==> config.mk <==
export PLATFORM = sky130hd
export DESIGN_NAME = control_sequencer
export DESIGN_NICKNAME = d
export VERILOG_FILES = /design/src/rtl/control_sequencer.sv
export SDC_FILE = /design/constraint.sdc
export NUM_CORES = 1
export LEC_CHECK = 0
export ABC_AREA = 1
export BUFFER_PORTS_ARGS = -buffer_cell sky130_fd_sc_hd__buf_2
export CAP_MARGIN = 20
export CORE_ASPECT_RATIO = 0.9
export CORE_MARGIN = 4
export CORE_UTILIZATION = 45
export CTS_BUF_LIST = sky130_fd_sc_hd__clkbuf_4 sky130_fd_sc_hd__clkbuf_8
export DETAILED_ROUTE_END_ITERATION = 8
export GPL_ROUTABILITY_DRIVEN = 1
export HOLD_SLACK_MARGIN = 0.12
export PLACE_DENSITY_LB_ADDON = 0.15
export SYNTH_ARGS = -nofsm -noshare
export SYNTH_HDL_FRONTEND = slang
export SYNTH_SLANG_ARGS = --single-unit
export TNS_END_PERCENT = 30
==> constraint.sdc <==
create_clock -name clock -period 2 [get_ports clock]
set_clock_uncertainty 0.1 [all_clocks]
set_input_delay 0 -clock clock [delete_from_list [all_inputs] [get_ports clock]]
set_output_delay 0 -clock clock [all_outputs]
set_load 0.02 [all_outputs]
==> src/rtl/control_sequencer.sv <==
// -----------------------------------------------------------------------------
// control_sequencer
//
// Hardwired control unit for the Mini SRC datapath. It walks the fetch states
// T0..T2, dispatches on the IR opcode field in T3 and then steps through the
// execute states of each instruction class. It drives the bus and register
// strobes and the Gra/Grb/Grc/Rin/Rout/BAout/Cout group used by the
// register-select/encode logic.
//
// Memory reads (T1, L6) and writes (S7) wait on mem_ready, so they can stall
// for any number of cycles.
//
// Ports
//   clock      : system clock, rising-edge active
//   clear      : asynchronous active-low reset, forces IDLE
//   start      : leaves IDLE for T0
//   stop       : sampled at each instruction boundary, high -> HALT
//   opcode     : IR[31:27], valid from T3 onward
//   con_ff     : branch condition flip-flop, decides PCin in B6
//   mem_ready  : memory completed the current Read/Write this cycle
//   PCout .. Cout  : bus drivers
//   PCin .. CONin  : register loads
//   Gra/Grb/Grc    : IR register-field selects
//   IncPC/Read/Write : PC increment and memory strobes
//   alu_op     : ALU operation, ADD unless an R/I-type op is executing
//   run        : high in every state except IDLE and HALT
// -----------------------------------------------------------------------------
module control_sequencer (
    input  logic       clock,
    input  logic       clear,
    input  logic       start,
    input  logic       stop,
    input  logic [4:0] opcode,
    input  logic       con_ff,
    input  logic       mem_ready,
    output logic       PCout,
    output logic       Zlowout,
    output logic       MDRout,
    output logic       Rout,
    output logic       BAout,
    output logic       Cout,
    output logic       PCin,
    output logic       IRin,
    output logic       MARin,
    output logic       MDRin,
    output logic       Yin,
    output logic       Zin,
    output logic       Rin,
    output logic       CONin,
    output logic       Gra,
    output logic       Grb,
    output logic       Grc,
    output logic       IncPC,
    output logic       Read,
    output logic       Write,
    output logic [4:0] alu_op,
    output logic       run
);

    // Opcodes the sequencer decodes
    localparam logic [4:0] OP_LD   = 5'b00000;
    localparam logic [4:0] OP_LDI  = 5'b00001;
    localparam logic [4:0] OP_ST   = 5'b00010;
    localparam logic [4:0] OP_ADD  = 5'b00011;
    localparam logic [4:0] OP_SUB  = 5'b00100;
    localparam logic [4:0] OP_AND  = 5'b01010;
    localparam logic [4:0] OP_OR   = 5'b01011;
    localparam logic [4:0] OP_ADDI = 5'b01100;
    localparam logic [4:0] OP_ANDI = 5'b01101;
    localparam logic [4:0] OP_ORI  = 5'b01110;
    localparam logic [4:0] OP_BR   = 5'b10011;
    localparam logic [4:0] OP_HALT = 5'b11011;

    typedef enum logic [4:0] {
        ST_IDLE = 5'd0,
        ST_T0   = 5'd1,
        ST_T1   = 5'd2,
        ST_T2   = 5'd3,
        ST_T3   = 5'd4,
        ST_A4   = 5'd5,
        ST_A5   = 5'd6,
        ST_L6   = 5'd7,
        ST_L7   = 5'd8,
        ST_S6   = 5'd9,
        ST_S7   = 5'd10,
        ST_R4   = 5'd11,
        ST_R5   = 5'd12,
        ST_I4   = 5'd13,
        ST_I5   = 5'd14,
        ST_B4   = 5'd15,
        ST_B5   = 5'd16,
        ST_B6   = 5'd17,
        ST_HALT = 5'd18
    } state_t;

    // One bundle for every control output so decode and registering stay in step
    typedef struct packed {
        logic       pc_out;
        logic       zlow_out;
        logic       mdr_out;
        logic       r_out;
        logic       ba_out;
        logic       c_out;
        logic       pc_in;
        logic       ir_in;
        logic       mar_in;
        logic       mdr_in;
        logic       y_in;
        logic       z_in;
        logic       r_in;
        logic       con_in;
        logic       gra;
        logic       grb;
        logic       grc;
        logic       inc_pc;
        logic       read;
        logic       write;
        logic       run;
        logic [4:0] alu_op;
    } ctl_t;

    localparam ctl_t CTL_IDLE = ctl_t'({21'd0, OP_ADD});

    state_t state_r;
    state_t next_state_s;
    ctl_t   ctl_r;
    ctl_t   ctl_s;
    ctl_t   t3_s;

    function automatic logic is_addr_f(input logic [4:0] op);
        return (op == OP_LD) || (op == OP_LDI) || (op == OP_ST);
    endfunction

    function automatic logic is_rtype_f(input logic [4:0] op);
        return (op == OP_ADD) || (op == OP_SUB) || (op == OP_AND) || (op == OP_OR);
    endfunction

    function automatic logic is_itype_f(input logic [4:0] op);
        return (op == OP_ADDI) || (op == OP_ANDI) || (op == OP_ORI);
    endfunction

    // Successor state; done_s is the instruction boundary where stop is honoured
    function automatic state_t next_state_f(
        input state_t     st,
        input logic       start_i,
        input logic       stop_i,
        input logic [4:0] op,
        input logic       rdy
    );
        state_t ns;
        state_t done_s;
        if (stop_i) begin
            done_s = ST_HALT;
        end else begin
            done_s = ST_T0;
        end
        case (st)
            ST_IDLE: begin
                if (start_i) ns = ST_T0;
                else         ns = ST_IDLE;
            end
            ST_T0: ns = ST_T1;
            ST_T1: begin
                if (rdy) ns = ST_T2;
                else     ns = ST_T1;
            end
            ST_T2: ns = ST_T3;
            ST_T3: begin
                if (is_addr_f(op))       ns = ST_A4;
                else if (is_rtype_f(op)) ns = ST_R4;
                else if (is_itype_f(op)) ns = ST_I4;
                else if (op == OP_BR)    ns = ST_B4;
                else if (op == OP_HALT)  ns = ST_HALT;
                else                     ns = done_s;   // jr, nop, unknown
            end
            ST_A4: ns = ST_A5;
            ST_A5: begin
                if (op == OP_LD)      ns = ST_L6;
                else if (op == OP_ST) ns = ST_S6;
                else                  ns = done_s;      // ldi finishes here
            end
            ST_L6: begin
                if (rdy) ns = ST_L7;
                else     ns = ST_L6;
            end
            ST_L7: ns = done_s;
            ST_S6: ns = ST_S7;
            ST_S7: begin
                if (rdy) ns = done_s;
                else     ns = ST_S7;
            end
            ST_R4:   ns = ST_R5;
            ST_R5:   ns = done_s;
            ST_I4:   ns = ST_I5;
            ST_I5:   ns = done_s;
            ST_B4:   ns = ST_B5;
            ST_B5:   ns = ST_B6;
            ST_B6:   ns = done_s;
            ST_HALT: ns = ST_HALT;
            default: ns = ST_IDLE;
        endcase
        return ns;
    endfunction

    // Strobes for the state being entered; loaded into ctl_r on the same edge
    // as the state so every output except the T3 group comes from a flop.
    function automatic ctl_t reg_decode_f(
        input state_t     ns,
        input state_t     st,
        input logic [4:0] op,
        input logic       cff
    );
        ctl_t c;
        c        = CTL_IDLE;
        c.run    = (ns != ST_IDLE) && (ns != ST_HALT);
        case (ns)
            ST_T0: begin
                c.pc_out = 1'b1; c.mar_in = 1'b1; c.inc_pc = 1'b1; c.z_in = 1'b1;
            end
            ST_T1: begin
                c.zlow_out = 1'b1; c.read = 1'b1; c.mdr_in = 1'b1;
                // PC is loaded once; the wait cycles must not reload it
                c.pc_in    = (st != ST_T1);
            end
            ST_T2: begin
                c.mdr_out = 1'b1; c.ir_in = 1'b1;
            end
            ST_A4: begin
                c.c_out = 1'b1; c.z_in = 1'b1;
            end
            ST_A5: begin
                c.zlow_out = 1'b1;
                if (op == OP_LDI) begin
                    c.gra = 1'b1; c.r_in = 1'b1;
                end else begin
                    c.mar_in = 1'b1;
                end
            end
            ST_L6: begin
                c.read = 1'b1; c.mdr_in = 1'b1;
            end
            ST_L7: begin
                c.mdr_out = 1'b1; c.gra = 1'b1; c.r_in = 1'b1;
            end
            ST_S6: begin
                c.gra = 1'b1; c.r_out = 1'b1; c.mdr_in = 1'b1;
            end
            ST_S7: begin
                c.write = 1'b1;
            end
            ST_R4: begin
                c.grc = 1'b1; c.r_out = 1'b1; c.z_in = 1'b1; c.alu_op = op;
            end
            ST_I4: begin
                c.c_out = 1'b1; c.z_in = 1'b1; c.alu_op = op;
            end
            ST_R5, ST_I5: begin
                c.zlow_out = 1'b1; c.gra = 1'b1; c.r_in = 1'b1;
            end
            ST_B4: begin
                c.pc_out = 1'b1; c.y_in = 1'b1;
            end
            ST_B5: begin
                c.c_out = 1'b1; c.z_in = 1'b1;
            end
            ST_B6: begin
                c.zlow_out = 1'b1; c.pc_in = cff;
            end
            default: begin
                c.alu_op = OP_ADD;    // IDLE, T3, HALT: nothing beyond run
            end
        endcase
        return c;
    endfunction

    // T3 strobes depend on the freshly loaded IR, so they are decoded from the
    // opcode field (the controller's extended state) while in T3.
    function automatic ctl_t t3_decode_f(input logic [4:0] op);
        ctl_t c;
        c = ctl_t'(26'd0);
        if (is_addr_f(op)) begin
            c.grb = 1'b1; c.ba_out = 1'b1; c.y_in = 1'b1;
        end else if (is_rtype_f(op) || is_itype_f(op)) begin
            c.grb = 1'b1; c.r_out = 1'b1; c.y_in = 1'b1;
        end else if (op == OP_BR) begin
            c.gra = 1'b1; c.r_out = 1'b1; c.con_in = 1'b1;
        end else if (op == OP_JR_F()) begin
            c.gra = 1'b1; c.r_out = 1'b1; c.pc_in = 1'b1;
        end else begin
            c = ctl_t'(26'd0);
        end
        return c;
    endfunction

    function automatic logic [4:0] OP_JR_F();
        return 5'b10100;
    endfunction

    // Next-state selection
    always_comb begin
        next_state_s = next_state_f(state_r, start, stop, opcode, mem_ready);
    end

    // State and registered strobes; clear drops everything immediately
    always_ff @(posedge clock or negedge clear) begin
        if (!clear) begin
            state_r <= ST_IDLE;
            ctl_r   <= CTL_IDLE;
        end else begin
            state_r <= next_state_s;
            ctl_r   <= reg_decode_f(next_state_s, state_r, opcode, con_ff);
        end
    end

    // Merge the opcode-decoded T3 group onto the registered strobes
    always_comb begin
        t3_s = t3_decode_f(opcode);
        if (state_r == ST_T3) begin
            ctl_s = ctl_t'(ctl_r | t3_s);
        end else begin
            ctl_s = ctl_r;
        end
    end

    assign PCout   = ctl_s.pc_out;
    assign Zlowout = ctl_s.zlow_out;
    assign MDRout  = ctl_s.mdr_out;
    assign Rout    = ctl_s.r_out;
    assign BAout   = ctl_s.ba_out;
    assign Cout    = ctl_s.c_out;
    assign PCin    = ctl_s.pc_in;
    assign IRin    = ctl_s.ir_in;
    assign MARin   = ctl_s.mar_in;
    assign MDRin   = ctl_s.mdr_in;
    assign Yin     = ctl_s.y_in;
    assign Zin     = ctl_s.z_in;
    assign Rin     = ctl_s.r_in;
    assign CONin   = ctl_s.con_in;
    assign Gra     = ctl_s.gra;
    assign Grb     = ctl_s.grb;
    assign Grc     = ctl_s.grc;
    assign IncPC   = ctl_s.inc_pc;
    assign Read    = ctl_s.read;
    assign Write   = ctl_s.write;
    assign alu_op  = ctl_s.alu_op;
    assign run     = ctl_s.run;

endmodule
==> results of run 1 <==
-- power groups by stage --
stage          logic [mW]  clock network (mW)  registers (mW)
5_1_grt              1.53               0.475           0.821
3_3_place_gp         1.33                   0           0.812
3_5_place_dp         1.32                   0           0.812
6_report             1.40               0.440           0.804
4_1_cts              1.34               0.453           0.804
2_1_floorplan       0.931                   0           0.880
-- worst max-delay path by stage --
stage	start	slack [ns]	depth (start not counted)	to
after floorplan	state_r[4]	0.28	12	ctl_r[14]
after global placement	state_r[2]	-0.003	11	ctl_r[14]
after detailed placement	state_r[2]	0.01	11	ctl_r[14]
after CTS	state_r[1]	0.07	12	ctl_r[2]
after global routing	state_r[4]	-0.009	7	Gra
final	state_r[4]	0.10	7	Gra
-- cells in the mapped netlist, drive strengths merged --
cell type	n
nor2	52
inv	38
dfrtp	26
a21boi	1
nand3b	1
conb	1
or2	1
o22ai	2
nand4	5
a21oi	4
nand2	65
o21ai	3
a311o	1
nand3	33
nor3	2
buf	5
clkbuf	1
dfstp	2
-- what timing repair did --
action | in CTS | in global routing
buffers inserted | 0 | 4
pin swaps | 0 | 2
resized for setup | 1 | 9
endpoints found under the hold margin | 41 | 1
endpoints found under the setup margin | 2 | 9
hold buffers | 7 | 1
-- area by class of cell --
class	count	area [µm²]	share of cell area [%]
multi-input cells	171	955	42.6
flip-flops and latches	28	708	31.6
repair buffers	50	303	13.5
inverters	38	145	6.48
well taps	46	57.6	2.57
clock buffers	3	41.3	1.84
clock inverters	1	30.0	1.34
-- flip-flops by register name (all words and copies together), names as in the netlist --
register and cells:
ctl_r 23, state_r 5
-- placed cells by master, fill, tap and decap left out, types with 4 or more instances in the layout --
cell type / netlist / routed
inv_1: 29 / 29
dfrtp_1: 26 / 22
nand2_2: 13 / 15
nor2_4: 7 / 8
nand4_1: 4 / 4
buf_2: 0 / 36
inv_2: 8 / 8
buf_4: 5 / 5
nand3_1: 29 / 28
nand3_2: 3 / 4
dfrtp_2: 0 / 4
nand2_1: 49 / 47
nor2_1: 28 / 27
nor2_2: 16 / 16
dlygate4sd3_1: 0 / 8
-- layer usage --
layer / share of wire (%) / routed length (µm)
met2: 45 / 1990
met4: 0.47 / 21
met3: 9.3 / 415
met1: 46 / 2030
met5: 0 / 0
-- stage by stage --
step | setup slack (ns) | util [%]
final | 0.101 | 58.8
after global routing | -0.00947 | 58.8
after CTS | 0.0679 | 57.1
after detailed placement | 0.0130 | 53.4
after global placement | -0.00308 | 53.4
after floorplan | 0.284 | -
-- cells by family after synthesis --
family                 count (synthesis)  share of synthesized area (%)
AND/OR/NAND/NOR                      159                           46.8
other                                  1                          0.205
buffers and inverters                 44                           10.7
flip-flops                            28                           38.4
AO/OA/AOI/OAI                         11                           3.96
-- worst register-to-register path, stage by stage (launching register included) --
cell and delay [ns]:
dfrtp_2 0.48, clkbuf_2 0.19, nand4_1 0.14, nand2_1 0.06, nor2_1 0.16, inv_1 0.06, nor2_1 0.12, nand3_2 0.15
nand3_1 0.14, nand2_2 0.08, inv_2 0.07, nor2_2 0.03
==> out/results.tsv, run 1 <==
metric	value	unit
Pwr Density	1180	nW/µm²
r2r endpoint	ctl_r[2]	
area leader, netlist	dfrtp_1	
total power	2.64	mW
first-pass detailed-route iteration total	4	
final antenna-violating net count	0	
Pint	1.42	mW
antenna violations before repair	0	
Die H	68.6	µm
CORE AREA	3810	µm²
CTS Buffer Depth	2	
Hold Slack	0.176	ns
Psw	1.22	mW
Max FO, Critical Path	6	
critical path, cell by cell	nor2_4, nand2_4, nor2_4, inv_4, nor2_1, a311o_1, buf_2	
met2 Usage GRT	27.1	%
I/O Pins	37	
antenna cells	0	
minimum clock period	1.90	ns
static leakage	1.30	nW
worst reg2reg setup slack	0.12	ns
Initial Util	48.1	%
met1 Resource Use GR	27.3	%
IO Port Bufs	36	
largest net degree at the start of global routing	29	
Mean Syn Cell Area	7.54	µm²
CP dominant cell by count	nor2_4	
routing usage on met3	3.77	%
min-delay worst type	in2async	
Switching Fraction	46.1	%
Seq/Total Area, Yosys	38.4	%
fill count	329	
Skew-Pair Late Insertion Delay	0.27	ns
via count	1687	
max-slew violations	0	
design area	2240	µm²
gp weighted congestion	0.976	
Syn Nets	254	
cells after synthesis	243	
root buf cell	clkbuf_8	
clk slew on worst S/H paths	0.09	ns
post-route setup TNS	0	ns
Mapped Area	1830	µm²
number of global-route vias before repair	1499	
Final Hold Fails	0	
DRC Markers	0	
DR WL/cell	13.2	µm
TritonCTS Buffers	3	
Std-Cell Rows	21	
Max Cap Viol	0	
drt total wl	4450	µm
WS Path Type	reg2out	
yosys warns	0	
Worst Tran Pin Value	0.624	ns
busiest grt layer	met1	
Vias/cell	5.01	
CTS tree	built	
1st-iter DRT viols	167	
Rel. slew slack	58.4	%
Highest Clock Rate	527	MHz
final worst-path cycle share	95.0	%
R2R cell count	11	
global-route wire length before repair	7090	µm
Die Wd	75.3	µm
placed cell areas	2030	µm²
outcome	finished clean	
Post-Place Cells	321	
RSZ-0062 raised after global routing	true	
fraction of layout cells with a size suffix above 1	39.2	%
Combinational Power Share	52.9	%
Congestion Overflow GR	0	
Distinct cells, synth	29	
H-tree depth	1	
Yosys reg bits	28	
CP bufs+invs	2	
critical path endpoint category	primary output	
Arr. time, crit path	1.80	ns
clock sink count	28	
Seq pwr share	30.5	%
die area	5160	µm²
Clk pwr share	16.7	%
Area growth syn-to-layout	22.2	%
WP data required	1.90	ns
NumNets Final	303	
# setup viols final	0	
CP max-delay cell	dfrtp_2	
top cell type's share of synthesized area	35.5	%
Top delay family on crit path	simple AND/OR/NAND/NOR gates	
Global Route Usage Sum	18.1	%
CP max stage delay	0.46	ns
r2r startpoint	state_r[2]	
non-filler cells, final	337	
VDD IR max	0.730	mV
hpwl dp	3450	µm
startpoint types	flip-flop	
Synth area leaders	dfrtp_1 (35%), nand2_1 (10%), nand3_1 (7.9%), inv_1 (5.9%), nor2_1 (5.7%)	
Note: power is estimated with default switching activity, not from simulation.
==> run 2, diff against run 1 <==
--- a/config.mk
+++ b/config.mk
@@ -16,6 +16,7 @@
 export GPL_ROUTABILITY_DRIVEN = 1
 export HOLD_SLACK_MARGIN = 0.12
 export PLACE_DENSITY_LB_ADDON = 0.15
+export SLEW_MARGIN = 20
 export SYNTH_ARGS = -nofsm -noshare
 export SYNTH_HDL_FRONTEND = slang
 export SYNTH_SLANG_ARGS = --single-unit
==> constraint.sdc (replaced) <==
create_clock -name clock -period 2.18 [get_ports clock]
set_clock_uncertainty 0.1 [all_clocks]
set_input_delay 0 -clock clock [delete_from_list [all_inputs] [get_ports clock]]
set_output_delay 0 -clock clock [all_outputs]
set_load 0.02 [all_outputs]
==> out/results.tsv, run 2 (same netlist as run 1, synthesis figures left out) <==
metric	value	unit
Arr. time, crit path	1.86	ns
gp weighted congestion	0.961	
# setup viols final	0	
Skew-Pair Late Insertion Delay	0.28	ns
min-delay worst type	in2async	
clk slew on worst S/H paths	0.09	ns
Congestion Overflow GR	0	
final worst-path setup slack	0.221	ns
Hold Slack	0.156	ns
DRC Markers	0	
max-slew violations	0	
post-route setup TNS	0	ns
placed cell areas	2020	µm²
die area	5160	µm²
antenna violations before repair	0	
worst reg2reg setup slack	0.25	ns
Highest Clock Rate	511	MHz
WS Path Type	in2out	
Pwr Density	1080	nW/µm²
area of the multi-input gates	933	µm²
Reg area	704	µm²
R2R cell count	12	
Worst Tran Pin Value	0.611	ns
H-tree depth	1	
CORE AREA	3810	µm²
DR WL/cell	13.0	µm
fill count	351	
critical path, cell by cell	dlygate4sd3_1, buf_2, nor2_2, nand2_1, inv_2, nand2_2, nand2_1, a21oi_1, nor2_1, or2_2, buf_2	
Post-Place Cells	319	
clock sink count	28	
static leakage	1.27	nW
Final Hold Fails	0	
Vias/cell	5.00	
I/O Pins	37	
RSZ-0062 raised after global routing	false	
1st-iter DRT viols	130	
number of flip-flops under the largest register name	23	
TritonCTS Buffers	3	
largest net degree at the start of global routing	29	
VDD IR max	0.618	mV
antenna cells	0	
Rel. slew slack	59.3	%
outcome	finished clean	
Area growth syn-to-layout	18.5	%
number of global-route vias before repair	1459	
hpwl dp	3290	µm
fraction of layout cells with a size suffix above 1	35.1	%
startpoint types	input pin	
r2r startpoint	state_r[1]	
Initial Util	48.1	%
final worst-path cycle share	89.8	%
Max FO, Critical Path	4	
final antenna-violating net count	0	
CTS Buffer Depth	2	
CP max stage delay	0.53	ns
IO Port Bufs	36	
Die Wd	75.3	µm
largest reg by FF count	ctl_r	
design area	2170	µm²
most common cell after layout, fill and taps aside	nand2_1	
setup repair bufs after CTS	0	
r2r endpoint	ctl_r[2]	
Largest regs	ctl_r: 23 flops, state_r: 5 flops	
most frequent cells in the layout	nand2_1 (49), buf_2 (36), inv_1 (29), nand3_1 (29), nor2_1 (28)	
global-route wire length before repair	6840	µm
NumNets Final	297	
Std-Cell Rows	21	
pre-CTS setup slack	0.148	ns
non-filler cells, final	331	
Die H	68.6	µm
first-pass detailed-route iteration total	4	
minimum clock period	1.96	ns
WP data required	2.08	ns
critical path endpoint category	primary output	
root buf cell	clkbuf_8	
CP max-delay cell	dlygate4sd3_1	
Max Cap Viol	0	
via count	1656	
drt total wl	4310	µm
CTS tree	built	
Global Route Usage Sum	17.8	%
## run 2: worst max-delay path: cells and delay by family
family | cells | cell delay [ns]
simple gates | 6 | 0.76
buf+inv | 4 | 0.88
compound gates | 1 | 0.21
## run 2: through the flow
step           util [%]  power (mW)
2_1_floorplan         -        1.66
3_3_place_gp       53.0        1.95
3_5_place_dp       53.0        1.93
4_1_cts            57.0        2.37
5_1_grt            57.0        2.55
6_report           57.0        2.36
## run 2: per-layer routing
metal | track usage [%] | wire length, µm | vias up
met1 | 25.7 | 1970 | 735
met3 | 3.77 | 341 | 12
met2 | 26.6 | 1910 | 66
li1 | - | - | 843
met5 | 0 | 0 | -
met4 | 5.24 | 87 | 0
## run 2: how the worst max path moves through the flow
stage,from,to,slack [ns]
finish,opcode[3],Yin,0.22
global route,state_r[1],ctl_r[14],0.05
CTS,state_r[2],ctl_r[14],0.13
detailed placement,state_r[2],ctl_r[14],0.15
global placement,state_r[2],ctl_r[14],0.11
floorplan,state_r[4],ctl_r[14],0.46
## run 2: what timing repair did
action	in CTS	in global routing
endpoints found under the hold margin	43	0
gates resized for setup	0	1
setup endpoints to repair	0	8
hold buffers	8	0
## run 2: final cells by class
type,count,area share (%)
multi-input combinational,171,43.0
sequential,28,32.4
timing repair buffer,44,12.0
inverter,38,6.68
tap,46,2.65
clock buffer,3,1.90
clock inverter,1,1.38
## run 2: where the power goes
group / internal (mW) / total (mW) / leakage (nW) / switching (mW)
clock: 0.246 / 0.410 / 0.0357 / 0.164
sequential: 0.642 / 0.737 / 0.365 / 0.0942
combinational: 0.383 / 1.21 / 0.870 / 0.826
total: 1.27 / 2.36 / 1.27 / 1.08
==> run 3, diff against run 2 <==
--- a/config.mk
+++ b/config.mk
@@ -8,10 +8,11 @@
 export ABC_AREA = 1
 export BUFFER_PORTS_ARGS = -buffer_cell sky130_fd_sc_hd__buf_2
 export CAP_MARGIN = 20
+export CELL_PAD_IN_SITES_DETAIL_PLACEMENT = 0
+export CELL_PAD_IN_SITES_GLOBAL_PLACEMENT = 1
 export CORE_ASPECT_RATIO = 0.9
 export CORE_MARGIN = 4
-export CORE_UTILIZATION = 45
-export CTS_BUF_LIST = sky130_fd_sc_hd__clkbuf_4 sky130_fd_sc_hd__clkbuf_8
+export CORE_UTILIZATION = 39
 export DETAILED_ROUTE_END_ITERATION = 8
 export GPL_ROUTABILITY_DRIVEN = 1
 export HOLD_SLACK_MARGIN = 0.12
==> out/results.tsv, run 3 (same netlist as run 1, synthesis figures left out) <==
metric	value	unit
min-delay worst type	in2reg	
via count	1635	
number of global-route vias before repair	1556	
Initial Util	40.8	%
Clk pwr share	16.9	%
TritonCTS Buffers	3	
Pint	1.28	mW
most common cell after layout, fill and taps aside	nand2_1	
final antenna-violating net count	0	
outcome	finished clean	
gp weighted congestion	0.883	
1st-iter DRT viols	122	
antenna cells	0	
DRC Markers	0	
top layer in use	met4	
Arr. time, crit path	2.05	ns
CP dominant cell by count	nand3_1	
Highest Clock Rate	499	MHz
final worst-path cycle share	91.9	%
Max Cap Viol	0	
most frequent cells in the layout	nand2_1 (49), buf_2 (36), inv_1 (29), nand3_1 (29), nor2_1 (28)	
startpoint types	flip-flop	
design area	2200	µm²
WS Path Type	reg2reg	
Std-Cell Rows	23	
root buf cell	clkbuf_8	
r2r startpoint	state_r[3]	
max-slew violations	0	
Seq pwr share	30.8	%
antenna violations before repair	0	
Largest regs	ctl_r: 23 flops, state_r: 5 flops	
fraction of layout cells with a size suffix above 1	35.0	%
clock sink count	28	
CP Launch Point	state_r[3]	
met2 routed WL	1960	µm
clk slew on worst S/H paths	0.10	ns
hold_sp	start	
NumNets Final	298	
Global Route Usage Sum	15.8	%
critical path endpoint category	flip-flop	
post-route setup TNS	0	ns
CTS Buffer Depth	2	
Psw	1.07	mW
CTS tree	built	
Die Wd	80.3	µm
Combinational Power Share	52.3	%
Worst Tran Pin Value	0.620	ns
largest reg by FF count	ctl_r	
minimum clock period	2.00	ns
DR WL/cell	12.4	µm
largest net degree at the start of global routing	29	
Switching Fraction	45.7	%
number of flip-flops under the largest register name	23	
# setup viols final	0	
IO Port Bufs	36	
drt total wl	4320	µm
static leakage	1.28	nW
Max FO, Critical Path	6	
Die H	73.0	µm
CORE AREA	4490	µm²
die area	5860	µm²
Congestion Overflow GR	0	
total power	2.35	mW
routed wl met3	203	µm
VDD IR max	0.597	mV
Skew-Pair Late Insertion Delay	0.27	ns
Final Hold Fails	0	
CP max-delay cell	dfrtp_1	
first-pass detailed-route iteration total	4	
Vias/cell	4.70	
Pwr Density	1070	nW/µm²
hpwl dp	3530	µm
H-tree depth	1	
I/O Pins	37	
global-route wire length before repair	7220	µm
WP data required	2.22	ns
Rel. slew slack	58.6	%
Area growth syn-to-layout	19.9	%
RSZ-0062 raised after global routing	false	
placed cell areas	2050	µm²
critical path, cell by cell	nor2_2, nand3_1, nand2_1, nor2_1, nand3_1, nor2_2, nand2_4, inv_1, nand4_1, nand3_1	
met1 wire length	2120	µm
CP max stage delay	0.45	ns
-- run 3: cell types whose count changed in the layout (fill, tap and decap cells not counted) --
cell / change
buf_4: +1
dfrtp_1: +1
dfrtp_2: -1
-- run 3: power by group through the flow --
| stage | registers, mW | logic (mW) | clock network (mW) |
|---|---|---|---|
| after global routing | 0.740 | 1.36 | 0.437 |
| after detailed placement | 0.735 | 1.22 | 0 |
| final | 0.724 | 1.23 | 0.398 |
| after CTS | 0.725 | 1.24 | 0.418 |
| after global placement | 0.733 | 1.23 | 0 |
| after floorplan | 0.808 | 0.854 | 0 |
-- run 3: repair_timing --
action | 4_1_cts | 5_1_grt
hold endpoints to repair | 44 | 0
resized for setup | 0 | 0
hold buffers | 8 | 0
setup buffers | 0 | 0
-- run 3: worst paths after layout --
kind                         endpoint  slack, ns  cells past startpoint
min in group asynchronous  state_r[0]       0.17                      2
max                         ctl_r[16]       0.18                     10
min reg2reg                  ctl_r[5]       0.64                      2
max reg2reg                 ctl_r[16]       0.18                     10
max in group asynchronous   ctl_r[11]       1.40                      2
min                        state_r[0]       0.14                      7
-- run 3: stage by stage --
step,util (%),worst slack (ns),instances,hold WS (ns)
3_5_place_dp,45.6,0.196,336,-0.0392
3_3_place_gp,45.6,0.178,336,-0.0541
2_1_floorplan,-,0.464,243,-0.396
4_1_cts,49.0,0.168,348,0.131
5_1_grt,49.0,0.0236,348,0.169
6_report,49.0,0.177,348,0.140
-- run 3: layout make-up --
class                   count  area (µm²)
multi-input cells         171         933
repair buffers             45         268
clock buffers               3        41.3
clock inverters             1        30.0
well taps                  62        77.6
inverters                  38         145
flip-flops and latches     28         703
fillers                   477        2290
-- run 3: per-layer routing --
| layer | up-vias | track usage (%) |
|---|---|---|
| li1 | 841 | - |
| met1 | 746 | 22.5 |
| met2 | 44 | 24.8 |
| met3 | 4 | 3.33 |
| met4 | 0 | 3.19 |
| met5 | - | 0 |
-- run 3: worst max-delay path: cells and delay by family, from the launching register on --
family	cells	cell delay (ns)
flops	1	0.45
buf+inv	1	0.07
simple gates	9	1.24
